$ cat config.mk
export PLATFORM = sky130hd
export DESIGN_NAME = hazard_ctrl_flat
export DESIGN_NICKNAME = d
export VERILOG_FILES = /design/src/rtl/hazard_ctrl_if.sv /design/src/rtl/hazard_ctrl.sv /design/src/flat_wrapper.sv
export SDC_FILE = /design/constraint.sdc
export NUM_CORES = 1
export LEC_CHECK = 0
export CORE_ASPECT_RATIO = 1.25
export CORE_MARGIN = 1
export CORE_UTILIZATION = 44
export CTS_CLUSTER_DIAMETER = 40
export DETAILED_ROUTE_END_ITERATION = 8
export GPL_ROUTABILITY_DRIVEN = 0
export PLACE_DENSITY = 0.76
export SLEW_MARGIN = 40
export SYNTH_ARGS = -nofsm -noshare
export SYNTH_HDL_FRONTEND = slang
export SYNTH_SLANG_ARGS = --single-unit
$ cat constraint.sdc
create_clock -name i_clk -period 2.4 [get_ports i_clk]
set_input_delay 0.36 -clock i_clk [delete_from_list [all_inputs] [get_ports i_clk]]
set_output_delay 0.36 -clock i_clk [all_outputs]
set_load 0.01 [all_outputs]
$ cat src/rtl/hazard_ctrl_if.sv
// Pipeline-to-hazard-controller bundle: register ids, stage flags, and
// the stall/flush/forward controls the controller drives back.
interface hazard_ctrl_if #(
  parameter int RF_ADD_W = 5,
  parameter int CNT_W    = 16
);
  logic [RF_ADD_W-1:0] i_id_src_0;
  logic [RF_ADD_W-1:0] i_id_src_1;
  logic [RF_ADD_W-1:0] i_ie_src_0;
  logic [RF_ADD_W-1:0] i_ie_src_1;
  logic [RF_ADD_W-1:0] i_ie_dst;
  logic                i_ie_rf_we;
  logic                i_ie_is_load;
  logic [RF_ADD_W-1:0] i_im_dst;
  logic                i_im_rf_we;
  logic [RF_ADD_W-1:0] i_iwb_dst;
  logic                i_iwb_rf_we;
  logic                i_nxt_pc_src;
  logic                i_ie_mc_op;
  logic                i_mc_done;
  logic [1:0]          o_forward_0;
  logic [1:0]          o_forward_1;
  logic                o_if_stall;
  logic                o_id_stall;
  logic                o_ie_stall;
  logic                o_id_flush;
  logic                o_ie_flush;
  logic                o_im_bubble;
  logic                o_mc_start;
  logic                o_mc_err;
  logic [CNT_W-1:0]    o_stall_cnt;
  logic [CNT_W-1:0]    o_flush_cnt;

  modport slave (
    input  i_id_src_0, i_id_src_1,
    input  i_ie_src_0, i_ie_src_1,
    input  i_ie_dst, i_ie_rf_we, i_ie_is_load,
    input  i_im_dst, i_im_rf_we,
    input  i_iwb_dst, i_iwb_rf_we,
    input  i_nxt_pc_src, i_ie_mc_op, i_mc_done,
    output o_forward_0, o_forward_1,
    output o_if_stall, o_id_stall, o_ie_stall,
    output o_id_flush, o_ie_flush, o_im_bubble,
    output o_mc_start, o_mc_err,
    output o_stall_cnt, o_flush_cnt
  );

  modport master (
    output i_id_src_0, i_id_src_1,
    output i_ie_src_0, i_ie_src_1,
    output i_ie_dst, i_ie_rf_we, i_ie_is_load,
    output i_im_dst, i_im_rf_we,
    output i_iwb_dst, i_iwb_rf_we,
    output i_nxt_pc_src, i_ie_mc_op, i_mc_done,
    input  o_forward_0, o_forward_1,
    input  o_if_stall, o_id_stall, o_ie_stall,
    input  o_id_flush, o_ie_flush, o_im_bubble,
    input  o_mc_start, o_mc_err,
    input  o_stall_cnt, o_flush_cnt
  );
endinterface

$ cat src/rtl/hazard_ctrl.sv
// Hazard controller for the 5-stage RV32I core: forwarding, load-use
// stalls, branch flushes, multi-cycle IE op sequencing, perf counters.
module hazard_ctrl #(
    parameter int RF_ADD_W   = 5,
    parameter int MC_TIMEOUT = 64,
    parameter int CNT_W      = 16
) (
    input logic         i_clk,
    input logic         i_rstn,
    hazard_ctrl_if.slave bus
);

    localparam int TMR_W = $clog2(MC_TIMEOUT);
    localparam logic [TMR_W-1:0] TMR_LAST =
        TMR_W'(MC_TIMEOUT - 1);
    localparam logic [CNT_W-1:0] CNT_MAX = '1;

    typedef enum logic {
        RUN,
        MC_WAIT
    } state_e;

    state_e           state_q, state_d;
    logic [TMR_W-1:0] timer_q, timer_d;
    logic             err_q, err_d;
    logic [CNT_W-1:0] stall_cnt_q, stall_cnt_d;
    logic [CNT_W-1:0] flush_cnt_q, flush_cnt_d;

    logic [1:0] im_hit;
    logic [1:0] wb_hit;
    logic [1:0] fwd_0, fwd_1;
    logic       load_use;
    logic       if_stall, id_stall, ie_stall;
    logic       id_flush, ie_flush, im_bubble;
    logic       mc_start;

    // x0 is hardwired zero, so a write to it must never be forwarded
    assign im_hit[0] = bus.i_im_rf_we
                     && (bus.i_im_dst != '0)
                     && (bus.i_im_dst == bus.i_ie_src_0);
    assign im_hit[1] = bus.i_im_rf_we
                     && (bus.i_im_dst != '0)
                     && (bus.i_im_dst == bus.i_ie_src_1);
    assign wb_hit[0] = bus.i_iwb_rf_we
                     && (bus.i_iwb_dst != '0)
                     && (bus.i_iwb_dst == bus.i_ie_src_0);
    assign wb_hit[1] = bus.i_iwb_rf_we
                     && (bus.i_iwb_dst != '0)
                     && (bus.i_iwb_dst == bus.i_ie_src_1);

    always_comb begin
        fwd_0 = 2'b00;
        fwd_1 = 2'b00;
        if (im_hit[0])      fwd_0 = 2'b01;
        else if (wb_hit[0]) fwd_0 = 2'b10;
        if (im_hit[1])      fwd_1 = 2'b01;
        else if (wb_hit[1]) fwd_1 = 2'b10;
    end

    assign load_use = bus.i_ie_is_load
                    && bus.i_ie_rf_we
                    && (bus.i_ie_dst != '0)
                    && ((bus.i_ie_dst == bus.i_id_src_0)
                     || (bus.i_ie_dst == bus.i_id_src_1));

    always_comb begin
        state_d   = state_q;
        timer_d   = timer_q;
        err_d     = err_q;
        if_stall  = 1'b0;
        id_stall  = 1'b0;
        ie_stall  = 1'b0;
        id_flush  = 1'b0;
        ie_flush  = 1'b0;
        im_bubble = 1'b0;
        mc_start  = 1'b0;
        unique case (state_q)
            RUN: begin
                if (bus.i_nxt_pc_src) begin
                    id_flush = 1'b1;
                    ie_flush = 1'b1;
                end else if (bus.i_ie_mc_op) begin
                    mc_start  = 1'b1;
                    if_stall  = 1'b1;
                    id_stall  = 1'b1;
                    ie_stall  = 1'b1;
                    im_bubble = 1'b1;
                    state_d   = MC_WAIT;
                    timer_d   = '0;
                end else if (load_use) begin
                    if_stall = 1'b1;
                    id_stall = 1'b1;
                    ie_flush = 1'b1;
                end
            end
            MC_WAIT: begin
                timer_d = timer_q + TMR_W'(1);
                // done wins over a coincident timeout
                if (bus.i_mc_done) begin
                    state_d = RUN;
                end else if (timer_q == TMR_LAST) begin
                    err_d   = 1'b1;
                    state_d = RUN;
                end else begin
                    if_stall  = 1'b1;
                    id_stall  = 1'b1;
                    ie_stall  = 1'b1;
                    im_bubble = 1'b1;
                end
            end
        endcase
    end

    always_comb begin
        stall_cnt_d = stall_cnt_q;
        flush_cnt_d = flush_cnt_q;
        if (if_stall && (stall_cnt_q != CNT_MAX))
            stall_cnt_d = stall_cnt_q + CNT_W'(1);
        if (id_flush && (flush_cnt_q != CNT_MAX))
            flush_cnt_d = flush_cnt_q + CNT_W'(1);
    end

    always_ff @(posedge i_clk or negedge i_rstn) begin
        if (!i_rstn) begin
            state_q     <= RUN;
            timer_q     <= '0;
            err_q       <= 1'b0;
            stall_cnt_q <= '0;
            flush_cnt_q <= '0;
        end else begin
            state_q     <= state_d;
            timer_q     <= timer_d;
            err_q       <= err_d;
            stall_cnt_q <= stall_cnt_d;
            flush_cnt_q <= flush_cnt_d;
        end
    end

    assign bus.o_forward_0 = fwd_0;
    assign bus.o_forward_1 = fwd_1;
    assign bus.o_if_stall  = if_stall;
    assign bus.o_id_stall  = id_stall;
    assign bus.o_ie_stall  = ie_stall;
    assign bus.o_id_flush  = id_flush;
    assign bus.o_ie_flush  = ie_flush;
    assign bus.o_im_bubble = im_bubble;
    assign bus.o_mc_start  = mc_start;
    assign bus.o_mc_err    = err_q;
    assign bus.o_stall_cnt = stall_cnt_q;
    assign bus.o_flush_cnt = flush_cnt_q;

endmodule

$ cat src/flat_wrapper.sv
// flat-port wrapper written by rule: the top's interface ports become plain ports
module hazard_ctrl_flat 
#(
    parameter int RF_ADD_W   = 5,
    parameter int MC_TIMEOUT = 64,
    parameter int CNT_W      = 16
)
  (i_clk, i_rstn, bus_i_id_src_0, bus_i_id_src_1, bus_i_ie_src_0, bus_i_ie_src_1, bus_i_ie_dst, bus_i_ie_rf_we, bus_i_ie_is_load, bus_i_im_dst, bus_i_im_rf_we, bus_i_iwb_dst, bus_i_iwb_rf_we, bus_i_nxt_pc_src, bus_i_ie_mc_op, bus_i_mc_done, bus_o_forward_0, bus_o_forward_1, bus_o_if_stall, bus_o_id_stall, bus_o_ie_stall, bus_o_id_flush, bus_o_ie_flush, bus_o_im_bubble, bus_o_mc_start, bus_o_mc_err, bus_o_stall_cnt, bus_o_flush_cnt);
  hazard_ctrl_if #(.RF_ADD_W(RF_ADD_W), .CNT_W(CNT_W)) bus_i ();
  input logic i_clk;
  input logic i_rstn;
  input wire logic [$bits(bus_i.i_id_src_0)-1:0] bus_i_id_src_0;
  input wire logic [$bits(bus_i.i_id_src_1)-1:0] bus_i_id_src_1;
  input wire logic [$bits(bus_i.i_ie_src_0)-1:0] bus_i_ie_src_0;
  input wire logic [$bits(bus_i.i_ie_src_1)-1:0] bus_i_ie_src_1;
  input wire logic [$bits(bus_i.i_ie_dst)-1:0] bus_i_ie_dst;
  input wire logic [$bits(bus_i.i_ie_rf_we)-1:0] bus_i_ie_rf_we;
  input wire logic [$bits(bus_i.i_ie_is_load)-1:0] bus_i_ie_is_load;
  input wire logic [$bits(bus_i.i_im_dst)-1:0] bus_i_im_dst;
  input wire logic [$bits(bus_i.i_im_rf_we)-1:0] bus_i_im_rf_we;
  input wire logic [$bits(bus_i.i_iwb_dst)-1:0] bus_i_iwb_dst;
  input wire logic [$bits(bus_i.i_iwb_rf_we)-1:0] bus_i_iwb_rf_we;
  input wire logic [$bits(bus_i.i_nxt_pc_src)-1:0] bus_i_nxt_pc_src;
  input wire logic [$bits(bus_i.i_ie_mc_op)-1:0] bus_i_ie_mc_op;
  input wire logic [$bits(bus_i.i_mc_done)-1:0] bus_i_mc_done;
  output wire logic [$bits(bus_i.o_forward_0)-1:0] bus_o_forward_0;
  output wire logic [$bits(bus_i.o_forward_1)-1:0] bus_o_forward_1;
  output wire logic [$bits(bus_i.o_if_stall)-1:0] bus_o_if_stall;
  output wire logic [$bits(bus_i.o_id_stall)-1:0] bus_o_id_stall;
  output wire logic [$bits(bus_i.o_ie_stall)-1:0] bus_o_ie_stall;
  output wire logic [$bits(bus_i.o_id_flush)-1:0] bus_o_id_flush;
  output wire logic [$bits(bus_i.o_ie_flush)-1:0] bus_o_ie_flush;
  output wire logic [$bits(bus_i.o_im_bubble)-1:0] bus_o_im_bubble;
  output wire logic [$bits(bus_i.o_mc_start)-1:0] bus_o_mc_start;
  output wire logic [$bits(bus_i.o_mc_err)-1:0] bus_o_mc_err;
  output wire logic [$bits(bus_i.o_stall_cnt)-1:0] bus_o_stall_cnt;
  output wire logic [$bits(bus_i.o_flush_cnt)-1:0] bus_o_flush_cnt;
  assign bus_i.i_id_src_0 = bus_i_id_src_0;
  assign bus_i.i_id_src_1 = bus_i_id_src_1;
  assign bus_i.i_ie_src_0 = bus_i_ie_src_0;
  assign bus_i.i_ie_src_1 = bus_i_ie_src_1;
  assign bus_i.i_ie_dst = bus_i_ie_dst;
  assign bus_i.i_ie_rf_we = bus_i_ie_rf_we;
  assign bus_i.i_ie_is_load = bus_i_ie_is_load;
  assign bus_i.i_im_dst = bus_i_im_dst;
  assign bus_i.i_im_rf_we = bus_i_im_rf_we;
  assign bus_i.i_iwb_dst = bus_i_iwb_dst;
  assign bus_i.i_iwb_rf_we = bus_i_iwb_rf_we;
  assign bus_i.i_nxt_pc_src = bus_i_nxt_pc_src;
  assign bus_i.i_ie_mc_op = bus_i_ie_mc_op;
  assign bus_i.i_mc_done = bus_i_mc_done;
  assign bus_o_forward_0 = bus_i.o_forward_0;
  assign bus_o_forward_1 = bus_i.o_forward_1;
  assign bus_o_if_stall = bus_i.o_if_stall;
  assign bus_o_id_stall = bus_i.o_id_stall;
  assign bus_o_ie_stall = bus_i.o_ie_stall;
  assign bus_o_id_flush = bus_i.o_id_flush;
  assign bus_o_ie_flush = bus_i.o_ie_flush;
  assign bus_o_im_bubble = bus_i.o_im_bubble;
  assign bus_o_mc_start = bus_i.o_mc_start;
  assign bus_o_mc_err = bus_i.o_mc_err;
  assign bus_o_stall_cnt = bus_i.o_stall_cnt;
  assign bus_o_flush_cnt = bus_i.o_flush_cnt;
  hazard_ctrl #(.RF_ADD_W(RF_ADD_W), .MC_TIMEOUT(MC_TIMEOUT), .CNT_W(CNT_W)) u_core (.i_clk(i_clk), .i_rstn(i_rstn), .bus(bus_i));
endmodule
==> results of run 1 <==
metrics by stage:
step / total power, mW / cell area [um^2] / util (%)
after floorplan: 1.284 / 2323 / -
after global placement: 1.718 / 3451 / 67.93
after detailed placement: 1.741 / 3453 / 67.98
after CTS: 2.223 / 3566 / 70.20
after global routing: 2.367 / 3612 / 71.11
final: 2.237 / 3612 / 71.11
final cells by class:
type | instances | area, um^2
clock buffer | 7 | 96.34
fill | 414 | 1468
inverter | 5 | 18.77
multi-input combinational | 174 | 1324
sequential | 40 | 1001
tap | 62 | 77.57
timing repair buffer | 119 | 1095
timing repair:
| item | 4_1_cts | 5_1_grt |
|---|---|---|
| setup buffers | 0 | 2 |
| setup endpoints to repair | 9 | 7 |
| pin swaps | 5 | 4 |
| hold endpoints to repair | 0 | 0 |
| gates resized for setup | 31 | 9 |
synthesized netlist by cell type (5+ instances only):
master   number  area (um^2)
and3_1        6        37.54
dfrtp_1      40         1001
inv_1         5        18.77
nand2_1      15        56.30
nand3_1      13        65.06
nand3_2       5        50.05
nand4_1      13        81.33
nor2_1        8        30.03
o21ai_0       5        25.02
or4_1         5        37.54
xnor2_1      43        376.6
xor2_1       18        157.7
layer usage:
layer	up-vias	GRT usage (%)	wire, um	part of all wire (%)
li1	1019	-	-	-
met1	1027	23.95	2254	37
met2	88	40.31	3195	52
met3	8	7.005	609	10
met4	0	4.642	46	0.75
met5	-	0	0	0
registers in the layout, summed over array words and instances (netlist names):
signal / cells
u_core.state_q: 1
u_core.bus.o_flush_cnt: 16
u_core.timer_q: 6
u_core.bus.o_stall_cnt: 16
u_core.bus.o_mc_err: 1
cell families after synthesis:
logic type / share of synthesized area, %
AOI/OAI and AO/OA: 6.570
xor gates and xnor gates: 22.99
adders and majority gates: 1.616
buffers and inverters: 2.584
DFF: 43.08
muxes: 1.885
and+or+nand+nor: 21.27
critical path, stage by stage:
cell	delay [ns]
clkdlybuf4s50_1	0.43
or4_4	0.55
o21ai_4	0.18
nor4_2	0.08
buf_4	0.13
dlygate4sd2_1	0.27
power by group through the flow:
| stage | combinational (mW) | clock, mW | sequential (mW) |
|---|---|---|---|
| 3_5_place_dp | 0.773 | 0 | 0.967 |
| 4_1_cts | 0.775 | 0.491 | 0.957 |
| 6_report | 0.798 | 0.478 | 0.960 |
| 5_1_grt | 0.866 | 0.517 | 0.984 |
| 3_3_place_gp | 0.753 | 0 | 0.964 |
| 2_1_floorplan | 0.292 | 0 | 0.992 |
worst max-delay path by stage:
stage | start | end | slack [ns]
floorplan | u_core.bus.o_stall_cnt[0]$_DFFE_PN0P_ | u_core.bus.o_stall_cnt[15]$_DFFE_PN0P_ | 0.30
global placement | bus_i_im_dst[1] | bus_o_forward_0[1] | -0.48
detailed placement | bus_i_im_dst[1] | bus_o_forward_0[1] | -0.52
CTS | bus_i_im_dst[1] | bus_o_forward_1[0] | 0.01
global route | u_core.timer_q[1]$_DFFE_PN0P_ | bus_o_im_bubble | -0.06
finish | bus_i_im_dst[1] | bus_o_forward_1[0] | 0.02
==> key figures, run 1 <==
STA
  • Pins over their slew limit: 0
  • TNS Setup: 0 ns
  • Final Hold Fails: 0
  • Hold Slack: 0.03898 ns
  • Worst-Margin Slew: 0.5000 ns
  • Final-report setup violation count: 0
  • Final cycle utilization of the critical path: 98.97%
  • Min cycle time layout: 2.375 ns
  • Worst slew margin: 66.67%
  • Final WS setup: 0.02461 ns
  • Final worst clock skew: 0.008951 ns
  • Fmax: around 420 MHz

Route
  • Final ANT Viol Nets: 0
  • Starting DRT DRC Count: 21
  • Routed Wire Length: 6105 um
  • DRC viols: 0
  • Initial DRT Pass Iterations: 4
  • Avg WL per Cell: 15.00 um
  • Routed vias/inst: ~5.3
  • Vias after detailed routing: 2,142

Synthesis
  • Post-synthesis sequential area ratio: 43.08%
  • Yosys cell types: 43
  • Post-synthesis net count: approximately 270
  • Flops & latches, synth: 40
  • Share of flip-flops with an asynchronous set or reset: 100.0%
  • Warnings, synthesis: 0
  • Post-synth EDFFs: 0
  • Ys flop type: dfrtp_1
  • Mapped Avg Cell Area: 10.37 um^2
  • Cell Area, Synth: 0.002323 mm^2
  • Synth Instances: 224

Outcome
  • Status: finished clean

Cells and area
  • N_diodes: 0
  • Most common cell after layout, fill and taps aside: clkdlybuf4s50_1
  • Final-stage net count: 392
  • Finished Layout Cells: 407
  • Commonest non-fill, non-tap cells in the layout: clkdlybuf4s50_1 (70), xnor2_1 (43), dfrtp_1 (40)
  • Area delta synth->final: 55.47%
  • Layout cells sized above 1: 20.00%

Power and ir drop
  • Peak VDD IR: approximately 0.56 mV
  • PwrDens: between 600 and 700 mW/mm^2
  • Sequential share of power: 42.9%
  • Sw Share: 31.22%
  • Clock power frac: 21.4%
  • Leak: 1.539 nW
  • Switch Pwr: 698.4 uW
  • Comb pwr share: roughly 36%
  • P_int: between 1.5 and 2 mW

Floorplan
  • Die width: 67.00 um
  • Die ar.: 0.005577 mm^2
  • Die height: 83.25 um
  • Initial Util: a little under half
  • Core box area: 0.005080 mm^2
  • Ports: between 80 and 90
  • Site Rows: 29

Clock tree
  • Inserted Clock Buffers: 5
  • Later-pin clock latency in the skew report: 0.29 ns
  • CTS Sinks: 40
  • Clk buf depth: 2
  • Root Buffer: clkbuf_8
  • H-tree levels: 2
  • Clock-pin transition on the worst setup and hold timing paths: around 0.08 ns
  • Post-CTS Hold Fix Bufs: 0
  • CTS tree: yes

Worst setup path
  • Crit. End Element: output pin
  • Reg2reg start: u_core.bus.o_stall_cnt[0]$_DFFE_PN0P_
  • Cells on worst reg2reg path: 8
  • CP required: 2.04 ns
  • Worst setup path class: in -> out
  • Critical Path AT: ~2.0 ns
  • Setup crit start kind: primary input
  • CP Max Fanout: 2
  • Flop2flop setup slack: 0.29 ns
  • RR Endpoint: u_core.bus.o_stall_cnt[7]$_DFFE_PN0P_

Global route
  • GRT Overall Usage: ~22%
  • Pin count of the biggest net entering global routing: 41
  • Initial antenna violation count: 0
  • Number of global-route vias before repair: 2,148
  • First-pass GRT wire length: 9356 um
  • Grt total ovfl: 0

Placement
  • Placed cells: 398
  • IO buf count: 87
  • Placed wire-length estimate: 4589 um
  • Pre-CTS setup slack: -0.5218 ns

Worst hold path
  • HP Class: in -> async

Run
  • Max cap viols: 0
Note: power is estimated with default switching activity, not from simulation.
==> run 2, diff against run 1 <==
--- a/config.mk
+++ b/config.mk
@@ -5,6 +5,7 @@
 export SDC_FILE = /design/constraint.sdc
 export NUM_CORES = 1
 export LEC_CHECK = 0
+export CAP_MARGIN = 40
 export CORE_ASPECT_RATIO = 1.25
 export CORE_MARGIN = 1
 export CORE_UTILIZATION = 44
==> results of run 2 <==
Final layout, timing and power as in run 1 (identical DEF).
